<file path="config.mk">
export PLATFORM = sky130hd
export DESIGN_NAME = imem_boot_ctrl_flat
export DESIGN_NICKNAME = d
export VERILOG_FILES = /design/src/rtl/imem_boot_if.sv /design/src/rtl/imem_boot_ctrl.sv /design/src/flat_wrapper.sv
export SDC_FILE = /design/constraint.sdc
export NUM_CORES = 1
export LEC_CHECK = 0
export ABC_AREA = 0
export CORE_UTILIZATION = 53
export CTS_CLUSTER_DIAMETER = 40
export CTS_CLUSTER_SIZE = 14
export DETAILED_ROUTE_END_ITERATION = 16
export PLACE_DENSITY_LB_ADDON = 0.12
export SYNTH_ARGS = -nofsm -noshare
export SYNTH_HDL_FRONTEND = slang
export SYNTH_SLANG_ARGS = --single-unit
</file>
<file path="constraint.sdc">
create_clock -name clk -period 3 [get_ports clk]
set_clock_uncertainty 0.1 [all_clocks]
set_input_delay 0.3 -clock clk [delete_from_list [all_inputs] [get_ports clk]]
set_output_delay 0.3 -clock clk [all_outputs]
set_load 0.01 [all_outputs]
</file>
<file path="src/rtl/imem_boot_if.sv">
// Handshake and memory-side signal bundle for the instruction-memory boot sequencer.
// The host (master) streams words and controls the load; the controller (slave) drives the memory and core controls.
interface imem_boot_if #(
    parameter int ADDR_W = 8,
    parameter int DATA_W = 32
);
    logic              start;
    logic [ADDR_W:0]   len;
    logic [31:0]       run_limit;
    logic              s_valid;
    logic [DATA_W-1:0] s_data;
    logic              s_ready;
    logic              imem_we;
    logic [ADDR_W-1:0] imem_waddr;
    logic [DATA_W-1:0] imem_wdata;
    logic              core_rst_n;
    logic              core_run;
    logic              busy;
    logic              halted;
    logic              err;
    logic [ADDR_W:0]   words_loaded;

    modport master (
        output start, len, run_limit, s_valid, s_data,
        input  s_ready, imem_we, imem_waddr, imem_wdata, core_rst_n,
               core_run, busy, halted, err, words_loaded
    );

    modport slave (
        input  start, len, run_limit, s_valid, s_data,
        output s_ready, imem_we, imem_waddr, imem_wdata, core_rst_n,
               core_run, busy, halted, err, words_loaded
    );
endinterface

</file>
<file path="src/rtl/imem_boot_ctrl.sv">
// Boot sequencer: streams instruction words into imem, holds the core in reset,
// then runs it for a programmable number of enabled cycles.
module imem_boot_ctrl #(
    parameter int ADDR_W   = 8,
    parameter int DATA_W   = 32,
    parameter int RST_HOLD = 2
) (
    input  logic        clk,
    input  logic        rst,
    imem_boot_if.slave  bus
);
    localparam logic [2:0] ST_IDLE = 3'd0;
    localparam logic [2:0] ST_LOAD = 3'd1;
    localparam logic [2:0] ST_HOLD = 3'd2;
    localparam logic [2:0] ST_RUN  = 3'd3;
    localparam logic [2:0] ST_HALT = 3'd4;

    localparam logic [ADDR_W:0] DEPTH     = {1'b1, {ADDR_W{1'b0}}};
    localparam int              HOLD_W    = (RST_HOLD > 1) ? $clog2(RST_HOLD) : 1;
    localparam logic [HOLD_W-1:0] HOLD_LAST = HOLD_W'(RST_HOLD - 1);

    logic [2:0]        r_state;
    logic [2:0]        w_state_next;
    logic [ADDR_W:0]   r_len;
    logic [31:0]       r_limit;
    logic [ADDR_W:0]   r_words;
    logic [HOLD_W-1:0] r_hold_cnt;
    logic [31:0]       r_run_cnt;
    logic              r_we;
    logic [ADDR_W-1:0] r_waddr;
    logic [DATA_W-1:0] r_wdata;
    logic              r_core_rst_n;
    logic              r_core_run;
    logic              r_busy;
    logic              r_halted;
    logic              r_err;

    logic              w_start_ok;
    logic              w_len_bad;
    logic              w_ready;
    logic              w_xfer;
    logic [ADDR_W:0]   w_words_inc;
    logic [31:0]       w_run_inc;

    assign w_start_ok  = bus.start && ((r_state == ST_IDLE) || (r_state == ST_HALT));
    assign w_len_bad   = (bus.len > DEPTH);
    assign w_ready     = (r_state == ST_LOAD) && (r_words < r_len);
    assign w_xfer      = w_ready && bus.s_valid;
    assign w_words_inc = r_words + 1'b1;
    assign w_run_inc   = r_run_cnt + 32'd1;

    always_comb begin
        w_state_next = r_state;
        case (r_state)
            ST_IDLE, ST_HALT: begin
                if (w_start_ok) begin
                    if (w_len_bad)
                        w_state_next = ST_IDLE;
                    else if (bus.len == '0)
                        w_state_next = ST_HOLD;
                    else
                        w_state_next = ST_LOAD;
                end
            end
            ST_LOAD: begin
                if (w_xfer && (w_words_inc == r_len))
                    w_state_next = ST_HOLD;
            end
            ST_HOLD: begin
                if (r_hold_cnt == HOLD_LAST)
                    w_state_next = ST_RUN;
            end
            ST_RUN: begin
                // Budget counts completed enabled cycles, so HALT follows exactly run_limit RUN cycles.
                if ((r_limit != 32'd0) && (w_run_inc == r_limit))
                    w_state_next = ST_HALT;
            end
            default: w_state_next = ST_IDLE;
        endcase
    end

    always_ff @(posedge clk) begin
        if (rst) begin
            r_state      <= ST_IDLE;
            r_len        <= '0;
            r_limit      <= '0;
            r_words      <= '0;
            r_hold_cnt   <= '0;
            r_run_cnt    <= '0;
            r_we         <= 1'b0;
            r_waddr      <= '0;
            r_wdata      <= '0;
            r_core_rst_n <= 1'b0;
            r_core_run   <= 1'b0;
            r_busy       <= 1'b0;
            r_halted     <= 1'b0;
            r_err        <= 1'b0;
        end else begin
            r_state      <= w_state_next;
            // Status outputs decode the next state so they line up with the state register.
            r_busy       <= (w_state_next == ST_LOAD) || (w_state_next == ST_HOLD) ||
                            (w_state_next == ST_RUN);
            r_core_rst_n <= (w_state_next == ST_RUN) || (w_state_next == ST_HALT);
            r_core_run   <= (w_state_next == ST_RUN);
            r_halted     <= (w_state_next == ST_HALT);
            r_we         <= w_xfer;

            if (w_xfer) begin
                r_waddr <= r_words[ADDR_W-1:0];
                r_wdata <= bus.s_data;
                r_words <= w_words_inc;
            end

            if (w_start_ok) begin
                r_len      <= bus.len;
                r_limit    <= bus.run_limit;
                r_words    <= '0;
                r_err      <= w_len_bad;
                r_hold_cnt <= '0;
                r_run_cnt  <= '0;
            end

            if (r_state == ST_HOLD)
                r_hold_cnt <= r_hold_cnt + 1'b1;
            if (r_state == ST_RUN)
                r_run_cnt <= w_run_inc;
        end
    end

    assign bus.s_ready      = w_ready;
    assign bus.imem_we      = r_we;
    assign bus.imem_waddr   = r_waddr;
    assign bus.imem_wdata   = r_wdata;
    assign bus.core_rst_n   = r_core_rst_n;
    assign bus.core_run     = r_core_run;
    assign bus.busy         = r_busy;
    assign bus.halted       = r_halted;
    assign bus.err          = r_err;
    assign bus.words_loaded = r_words;
endmodule

</file>
<file path="src/flat_wrapper.sv">
// flat-port wrapper written by rule: the top's interface ports become plain ports
module imem_boot_ctrl_flat 
#(
    parameter int ADDR_W   = 8,
    parameter int DATA_W   = 32,
    parameter int RST_HOLD = 2
)
  (clk, rst, bus_start, bus_len, bus_run_limit, bus_s_valid, bus_s_data, bus_s_ready, bus_imem_we, bus_imem_waddr, bus_imem_wdata, bus_core_rst_n, bus_core_run, bus_busy, bus_halted, bus_err, bus_words_loaded);
  imem_boot_if #(.ADDR_W(ADDR_W), .DATA_W(DATA_W)) bus_i ();
  input  logic clk;
  input  logic rst;
  input wire logic [$bits(bus_i.start)-1:0] bus_start;
  input wire logic [$bits(bus_i.len)-1:0] bus_len;
  input wire logic [$bits(bus_i.run_limit)-1:0] bus_run_limit;
  input wire logic [$bits(bus_i.s_valid)-1:0] bus_s_valid;
  input wire logic [$bits(bus_i.s_data)-1:0] bus_s_data;
  output wire logic [$bits(bus_i.s_ready)-1:0] bus_s_ready;
  output wire logic [$bits(bus_i.imem_we)-1:0] bus_imem_we;
  output wire logic [$bits(bus_i.imem_waddr)-1:0] bus_imem_waddr;
  output wire logic [$bits(bus_i.imem_wdata)-1:0] bus_imem_wdata;
  output wire logic [$bits(bus_i.core_rst_n)-1:0] bus_core_rst_n;
  output wire logic [$bits(bus_i.core_run)-1:0] bus_core_run;
  output wire logic [$bits(bus_i.busy)-1:0] bus_busy;
  output wire logic [$bits(bus_i.halted)-1:0] bus_halted;
  output wire logic [$bits(bus_i.err)-1:0] bus_err;
  output wire logic [$bits(bus_i.words_loaded)-1:0] bus_words_loaded;
  assign bus_i.start = bus_start;
  assign bus_i.len = bus_len;
  assign bus_i.run_limit = bus_run_limit;
  assign bus_i.s_valid = bus_s_valid;
  assign bus_i.s_data = bus_s_data;
  assign bus_s_ready = bus_i.s_ready;
  assign bus_imem_we = bus_i.imem_we;
  assign bus_imem_waddr = bus_i.imem_waddr;
  assign bus_imem_wdata = bus_i.imem_wdata;
  assign bus_core_rst_n = bus_i.core_rst_n;
  assign bus_core_run = bus_i.core_run;
  assign bus_busy = bus_i.busy;
  assign bus_halted = bus_i.halted;
  assign bus_err = bus_i.err;
  assign bus_words_loaded = bus_i.words_loaded;
  imem_boot_ctrl #(.ADDR_W(ADDR_W), .DATA_W(DATA_W), .RST_HOLD(RST_HOLD)) u_core (.clk(clk), .rst(rst), .bus(bus_i));
endmodule
</file>
# Word level (Yosys, flattened, before mapping)
# Cells that the tools add are included.
[totals] regBits=132 wordCells=56
[op_classes] n_addsub=3 order_cmp=2 n_eq_ne=10 muxes=11 n_reduce_logical=16
[ops] op="$mux 32" n=2
[ops] op="$add 32x1->32 const B" n=1
[ops] op="$eq 32x32->1" n=1
[ops] op="$reduce_bool 32->1" n=1
[ops] op="$mux 3" n=5
[ops] op="$eq 3x2->1 const B" n=4
[ops] op="$pmux 3 s4" n=1
[ops] op="$add 9x1->9 const B" n=1
[ops] op="$eq 9x9->1" n=1
[ops] op="$gt 9x9->1 const B" n=1
[ops] op="$logic_not 9->1" n=1
[ops] op="$lt 9x9->1" n=1
[ops] op="$eq 3x1->1 const B" n=2
[ops] op="$eq 3x3->1 const B" n=2
[ops] op="$logic_and 1x1->1" n=5
[ops] op="$logic_or 1x1->1" n=4
[ops] op="$reduce_bool 2->1" n=2
[ops] op="$reduce_or 2->1" n=2
[ops] op="$logic_not 3->1" n=1
[ops] op="$mux 1" n=2
[ops] op="$mux 2" n=1
[ops] op="$add 1x1->1 const B" n=1

# Depth between registers and ports, before layout
# Gate-level depths: netlist of the first run.
[logic_depth] word_depth=9 mapped_depth=10 ltp_nobuf=10

# Worst setup path after synthesis of the first run
# OpenSTA, ideal clock, no wires.
[synth_timing] path_kind="register to register" start="register u_core.r_run_cnt[0]" end="register u_core.r_state[1]" setup_time_ns=0.144 arrival_ns=2.370 required_ns=2.756 setup_slack_ns=0.386 stages_incl_launch_ff=9 synth_period_minus_slack_ns=2.614 path_cell_list="dfxtp_1 -> ha_1 -> nand3_4 -> nor3_4 -> and3_4 -> xnor2_1 -> or4b_4 -> nor4_4 -> a221oi_1"
[synth_via] elab_chain_cells=5
[synth_lines] element="start, declared" line="imem_boot_ctrl.sv:28" source="logic [31:0] r_run_cnt;"
[synth_lines] element="start signal, assigned" line="imem_boot_ctrl.sv:126" source="r_run_cnt <= w_run_inc;"
[synth_lines] element="$add 32x1->32" line="imem_boot_ctrl.sv:50" source="assign w_run_inc = r_run_cnt + 32'd1;"
[synth_lines] element="$eq 32x32->1" line="imem_boot_ctrl.sv:75" source="if ((r_limit != 32'd0) && (w_run_inc == r_limit))"
[synth_lines] element="$logic_and 1x1->1" line="imem_boot_ctrl.sv:75"
[synth_lines] element="$mux 3" line="imem_boot_ctrl.sv:75"
[synth_lines] element="$pmux 3 s4" line="imem_boot_ctrl.sv:54" source="case (r_state)"
[synth_lines] element="end signal, assigned" line="imem_boot_ctrl.sv:99" source="r_state <= w_state_next;"
[synth_lines] element="end, declared" line="imem_boot_ctrl.sv:22" source="logic [2:0] r_state;"
# No other way between the ends.
# A chain may end at the register's enable or synchronous reset.

# Final worst setup path of the first run
[layout_timing] start="register u_core.r_run_cnt[0]" end="register u_core.r_state[0]"
# The elaborated chain is that of the path after synthesis.

==> impl_metrics.json, run 1 <==
{
  "grt_max_degree": 70,
  "grt_pass1_vias": 6108,
  "utilization_pct": 71.7,
  "mappedNetlistNets": 952,
  "fp-row-count": 41,
  "wirelength_um": 18800,
  "avgSynthCellArea_sq_um": 8.02,
  "place_congestion": 0.985,
  "num_vias": 6681,
  "slew_violations": 0,
  "synth_compound_area_share_pct": 15.4,
  "vdd_drop_max_mv": 0.373,
  "core_region_area_sq_mm": 0.0127,
  "htreeDepth": 4,
  "final-setup-viol-count": 0,
  "yosys-top-cells-count": "dfxtp_1, nand2_1, nor2_1, a21oi_1, clkbuf_1",
  "hold_path_end": "u_core.r_limit[2]",
  "setup.worst_path.end_class": "register",
  "cts_tree": "built",
  "die_y_um": 116,
  "die_w_um": 116,
  "synth_top_family_by_area": "simple AND/OR/NAND/NOR gates",
  "power_density_mw_per_mm2": 502,
  "drt_pre_antenna_iters": 5,
  "min-delay-start": "bus_run_limit[2]",
  "clock_path_buffers": 2,
  "port_buffers": 132,
  "cts_root_buffer": "clkbuf_16",
  "holdWs_ns": 0.328,
  "synth.most_common_cell": "dfxtp_1",
  "synthTopCellsByArea": "dfxtp_1, nand2_1, mux2i_1",
  "nNetsFinal": 1068,
  "antenna_found_initial": 0,
  "synth_cell_types": 65,
  "synth_fa_ha_area_share_pct": 2.35,
  "synth_top_area_cell": "dfxtp_1",
  "hold_path.class": "input port to register",
  "crit_fanout": 7,
  "r2r_cells": 9,
  "grt_usage_pct": 28.4,
  "drt-vias-per-instance": 5.74,
  "timing.final.crit_share_pct": 95.2,
  "synth_enable_flop_cells": 0,
  "dr.first_iter.drc_count": 607,
  "hold_viol_final": 0,
  "area_growth_pct": 31.3,
  "crit_type": "register to register",
  "ys_ff_latch": 132,
  "ant_nets": 0,
  "yosys.area_share.simple_pct": 25.8,
  "hpwl_um": 13500,
  "drive_above_1_share_pct": 7.77,
  "timing.rr.end": "u_core.r_state[0]",
  "grt_pass1_wl_um": 30000,
  "crit_arrival_ns": 3.04,
  "cts_buffers": 17,
  "num_io_pins": 133,
  "ys.flop_type": "dfxtp_1",
  "max_freq_mhz": 350,
  "synth_cells": 862,
  "clk_latency_ns": 0.42,
  "worst_slew_pin_slew_ns": 0.761,
  "cp-start-kind": "register",
  "synthMuxAreaShare_pct": 6.23,
  "async_reset_ff_share_pct": 0,
  "cts.sinks": 132,
  "synth_area_sq_mm": 0.00691,
  "clkTransAtPathRegs_ns": 0.06,
  "synth_warnings": 0,
  "synth-xor-area-share_pct": 7.57,
  "wl_per_cell_um": 16.2,
  "period_minus_slack_ns": 2.86,
  "setup_tns_ns": 0,
  "power_leakage_nw": 3.60,
  "cp.required_ns": 3.18,
  "whs_path_depth": 3,
  "relSlewSlack_pct": 49.3,
  "route.detailed.drc": 0,
  "outcome": "complete, no violations",
  "diodes": 0,
  "grt.overflow.total": 0,
  "maxCapViolCount": 0,
  "rrSetupSlack_ns": 0.14,
  "ys_seq_area_share_pct": 38.2,
  "yosys.area.top_type_share_pct": 38.2,
  "worstReg2RegStart": "u_core.r_run_cnt[0]",
  "start_util_pct": 54.6,
  "holdBufCountCts": 0,
  "die_area_sq_mm": 0.0135
}
-- sequential cells by signal, indices dropped and copies added (netlist names) --
signal and count:
u_core.bus.imem_wdata 32, u_core.r_limit 32, u_core.r_run_cnt 32, u_core.bus.words_loaded 9
u_core.r_len 9, u_core.bus.imem_waddr 8, u_core.r_state 3, u_core.bus.busy 1
u_core.bus.core_rst_n 1, u_core.bus.core_run 1, u_core.bus.err 1, u_core.bus.halted 1
u_core.bus.imem_we 1, u_core.r_hold_cnt 1
-- critical path, stage by stage (launching register included) --
cell	delay, ns
dfxtp_1	0.46
ha_2	0.30
nand3_4	0.16
nor4_4	0.47
buf_4	0.22
nand4_1	0.09
a41oi_1	0.26
o22a_1	0.34
a21boi_0	0.24
a21oi_1	0.09
-- layout make-up --
cell class,instances,area [sq um]
Multi-Input combinational cell,653,4010
Inverter,16,60.1
Sequential cell,132,2650
Tap cell,172,215
Clock buffer,21,470
Fill cell,1001,3590
Timing Repair Buffer,158,1530
Clock inverter,11,150
-- cells in the final DEF, fill, tap and decap left out, drive strengths merged, types with 4 or more instances in the layout --
master	n
a21oi	85
and4	5
nand2	122
nor2	102
inv	17
nand4	20
dfxtp	132
clkbuf	21
clkdlybuf4s50	130
ha	13
o21a	4
nor3	28
xor2	18
a31oi	11
buf	27
nand2b	8
o21ai	32
xnor2	39
nor2b	4
nor4	16
or3	8
clkinv	5
and2	5
and3	11
mux2i	43
a211oi	6
nand3	15
a311oi	10
-- stage by stage --
stage	setup slack, ns	instance area (sq um)	cells	power [W]
6_report	0.143	9080	1163	0.00456
5_1_grt	-0.00854	9080	1163	0.00473
4_1_cts	0.0199	9040	1161	0.00458
3_5_place_dp	0.146	8420	1129	0.00244
3_3_place_gp	0.202	8420	1129	0.00242
2_1_floorplan	0.386	6910	862	0.00220
-- cells by family after synthesis --
kind of cell	Yosys count
adders and majority gates	13
and+or+nand+nor	362
buffers and inverters	77
xor gates and xnor gates	58
DFF	132
AOI/OAI and AO/OA	177
muxes	43
-- repair_timing --
| item | 4_1_cts | 5_1_grt |
|---|---|---|
| gates resized for setup | 0 | 7 |
| buffers inserted | 0 | 2 |
| endpoints found under the setup margin | 0 | 7 |
-- where the power goes --
| part | internal (W) | switching [W] | total (W) | leakage [nW] |
|---|---|---|---|---|
| clock | 0.00138 | 0.000781 | 0.00216 | 0.300 |
| combinational | 0.000270 | 0.000264 | 0.000534 | 2.23 |
| sequential | 0.00181 | 0.0000572 | 0.00187 | 1.07 |
-- worst max path at each step --
stage | cells after the start | slack [ns] | endpoint | startpoint
after floorplan | 8 | 0.39 | u_core.r_state[1] | u_core.r_run_cnt[0]
after global placement | 8 | 0.20 | u_core.r_state[1] | u_core.r_run_cnt[0]
after detailed placement | 8 | 0.15 | u_core.r_state[1] | u_core.r_run_cnt[0]
after CTS | 7 | 0.02 | bus_s_ready | u_core.bus.words_loaded[4]
after global routing | 9 | -0.009 | u_core.r_state[1] | u_core.r_run_cnt[0]
final | 9 | 0.14 | u_core.r_state[0] | u_core.r_run_cnt[0]
-- routing by layer --
metal | global-route usage (%) | up-vias | routed length, um
li1 | - | 3266 | -
met1 | 38.1 | 3151 | 8430
met2 | 45.6 | 245 | 8850
met3 | 6.90 | 19 | 1300
met4 | 8.12 | 0 | 246
met5 | 0 | - | 0
(Power assumes the default switching activity.)
==> run 2, diff against run 1 <==
--- a/config.mk
+++ b/config.mk
@@ -6,6 +6,7 @@
 export NUM_CORES = 1
 export LEC_CHECK = 0
 export ABC_AREA = 0
+export CAP_MARGIN = 20
 export CORE_UTILIZATION = 53
 export CTS_CLUSTER_DIAMETER = 40
 export CTS_CLUSTER_SIZE = 14
==> results of run 2 <==
The final DEF is identical to that of run 1; final timing and power are the same.
==> run 3, diff against run 2 <==
--- a/config.mk
+++ b/config.mk
@@ -6,12 +6,15 @@
 export NUM_CORES = 1
 export LEC_CHECK = 0
 export ABC_AREA = 0
+export ABC_CLOCK_PERIOD_IN_PS = 3000
 export CAP_MARGIN = 20
 export CORE_UTILIZATION = 53
 export CTS_CLUSTER_DIAMETER = 40
 export CTS_CLUSTER_SIZE = 14
 export DETAILED_ROUTE_END_ITERATION = 16
 export PLACE_DENSITY_LB_ADDON = 0.12
+export RECOVER_POWER = 100
+export SKIP_LAST_GASP = 1
 export SYNTH_ARGS = -nofsm -noshare
 export SYNTH_HDL_FRONTEND = slang
 export SYNTH_SLANG_ARGS = --single-unit
==> run 3 against run 2 <==
  * Total power fell by 0.31%
  * Wire length fell by 0.15%
  * Via count fell by 0.21%
  * Clock-buffer cell count did not move
  * Worst hold slack got worse by 0.00081 ns
  * Critical endpoint unchanged
  * Non-clock buffer count did not move
  * Worst setup slack got worse by 0.0074 ns
==> impl_metrics.json, run 3 (synthesized netlist as in run 1, its figures left out) <==
{
  "place_congestion": 0.985,
  "cp.required_ns": 3.18,
  "port_buffers": 132,
  "crit_type": "register to register",
  "fin_total_pwr_w": 0.00455,
  "drive_above_1_share_pct": 7.47,
  "core_region_area_sq_mm": 0.0127,
  "num_io_pins": 133,
  "clock_path_buffers": 2,
  "pre_cts_ws_ns": 0.146,
  "cts_tree": "built",
  "fin_ws_ns": 0.136,
  "num_vias": 6667,
  "grt_usage_pct": 28.4,
  "power_leakage_nw": 3.76,
  "route.detailed.drc": 0,
  "whs_path_depth": 3,
  "grt_pass1_vias": 6108,
  "cts_buffers": 17,
  "power_density_mw_per_mm2": 502,
  "wl_per_cell_um": 16.2,
  "holdBufCountCts": 0,
  "hold_path.class": "input port to register",
  "clkTransAtPathRegs_ns": 0.06,
  "final_cell_area_sq_mm": 0.00905,
  "relSlewSlack_pct": 16.5,
  "timing.rr.end": "u_core.r_state[0]",
  "maxCapViolCount": 0,
  "wirelength_um": 18800,
  "place_area_sq_mm": 0.00842,
  "start_util_pct": 54.6,
  "cts_root_buffer": "clkbuf_16",
  "ant_nets": 0,
  "die_area_sq_mm": 0.0135,
  "hold_viol_final": 0,
  "grt.overflow.total": 0,
  "slew_violations": 0,
  "dr.first_iter.drc_count": 632,
  "cp-start-kind": "register",
  "hpwl_um": 13500,
  "period_minus_slack_ns": 2.86,
  "worst_slew_pin_slew_ns": 1.24,
  "worstReg2RegStart": "u_core.r_run_cnt[0]",
  "clk_latency_ns": 0.42,
  "diodes": 0,
  "fp-row-count": 41,
  "final_cell_mix": "dfxtp_1, nand2_1, nor2_1",
  "timing.final.crit_share_pct": 95.5,
  "grt_pass1_wl_um": 30000,
  "outcome": "complete, no violations",
  "mostFrequentLayoutCell": "dfxtp_1",
  "drt-vias-per-instance": 5.73,
  "rrSetupSlack_ns": 0.14,
  "hold_path_end": "u_core.r_limit[2]",
  "crit_arrival_ns": 3.05,
  "setup.worst_path.end_class": "register",
  "drt_pre_antenna_iters": 5,
  "htreeDepth": 4,
  "die_y_um": 116,
  "cts.sinks": 132,
  "r2r_cells": 9,
  "min-delay-start": "bus_run_limit[2]",
  "fillers": 1009,
  "crit_fanout": 7,
  "area_growth_pct": 30.9,
  "nNetsFinal": 1068,
  "final-setup-viol-count": 0,
  "die_w_um": 116,
  "grt_max_degree": 70,
  "max_freq_mhz": 349,
  "antenna_found_initial": 0,
  "vdd_drop_max_mv": 0.373
}
-- run 3: cell types whose count changed in the layout (fill, tap and decap cells not counted), moves of 2 or more --
cell	delta
clkbuf_1	+2
dlygate4sd3_1	+55
buf_4	-3
clkbuf_2	+2
clkdlybuf4s50_1	-55
-- run 3: layer usage --
metal	vias to the layer above	global-route usage, %	wire length (um)
met5	-	0	0
met2	244	45.6	8880
met4	0	8.12	280
met1	3134	38.1	8310
li1	3264	-	-
met3	25	6.90	1330
-- run 3: what timing repair did --
action | 4_1_cts | 5_1_grt
resized for setup | 0 | 7
buffers inserted | 0 | 2
endpoints found under the hold margin | 0 | 0
setup endpoints to repair | 0 | 7
-- run 3: layout make-up --
type                            count  area [sq um]  area share [%]
Tap cell                          172           215            2.38
Clock inverter                     11           150            1.66
Sequential cell                   132          2650            29.2
Inverter                           16          60.1           0.664
Timing Repair Buffer              158          1510            16.7
Clock buffer                       21           470            5.20
Multi-Input combinational cell    653          4000            44.2
-- run 3: worst max path at each step --
stage / startpoint / to / slack (ns)
2_1_floorplan: u_core.r_run_cnt[0] / u_core.r_state[1] / 0.39
3_3_place_gp: u_core.r_run_cnt[0] / u_core.r_state[1] / 0.20
3_5_place_dp: u_core.r_run_cnt[0] / u_core.r_state[1] / 0.15
4_1_cts: u_core.bus.words_loaded[4] / bus_s_ready / 0.02
5_1_grt: u_core.r_run_cnt[0] / u_core.r_state[1] / -0.009
6_report: u_core.r_run_cnt[0] / u_core.r_state[0] / 0.14
-- run 3: worst max-delay path, cell delays in order (launching register included) --
cell,delay [ns]
dfxtp_1,0.47
ha_2,0.31
nand3_4,0.16
nor4_4,0.48
buf_4,0.22
nand4_1,0.09
a41oi_1,0.26
o22a_1,0.34
a21boi_0,0.23
a21oi_1,0.09
-- run 3: stage by stage --
stage | utilization [%] | TNS, ns | cells | hold slack (ns)
final | 71.4 | 0 | 1163 | 0.327
after global routing | 71.4 | -0.00854 | 1163 | 0.332
after CTS | 71.3 | 0 | 1161 | 0.322
after detailed placement | 66.4 | 0 | 1129 | 0.355
after global placement | 66.4 | 0 | 1129 | 0.342
after floorplan | - | 0 | 862 | 0.336
-- run 3: where the power goes --
part	switching, W	internal [W]
Sequential	0.0000565	0.00181
Clock	0.000780	0.00138
Combinational	0.000263	0.000259
Total	0.00110	0.00345
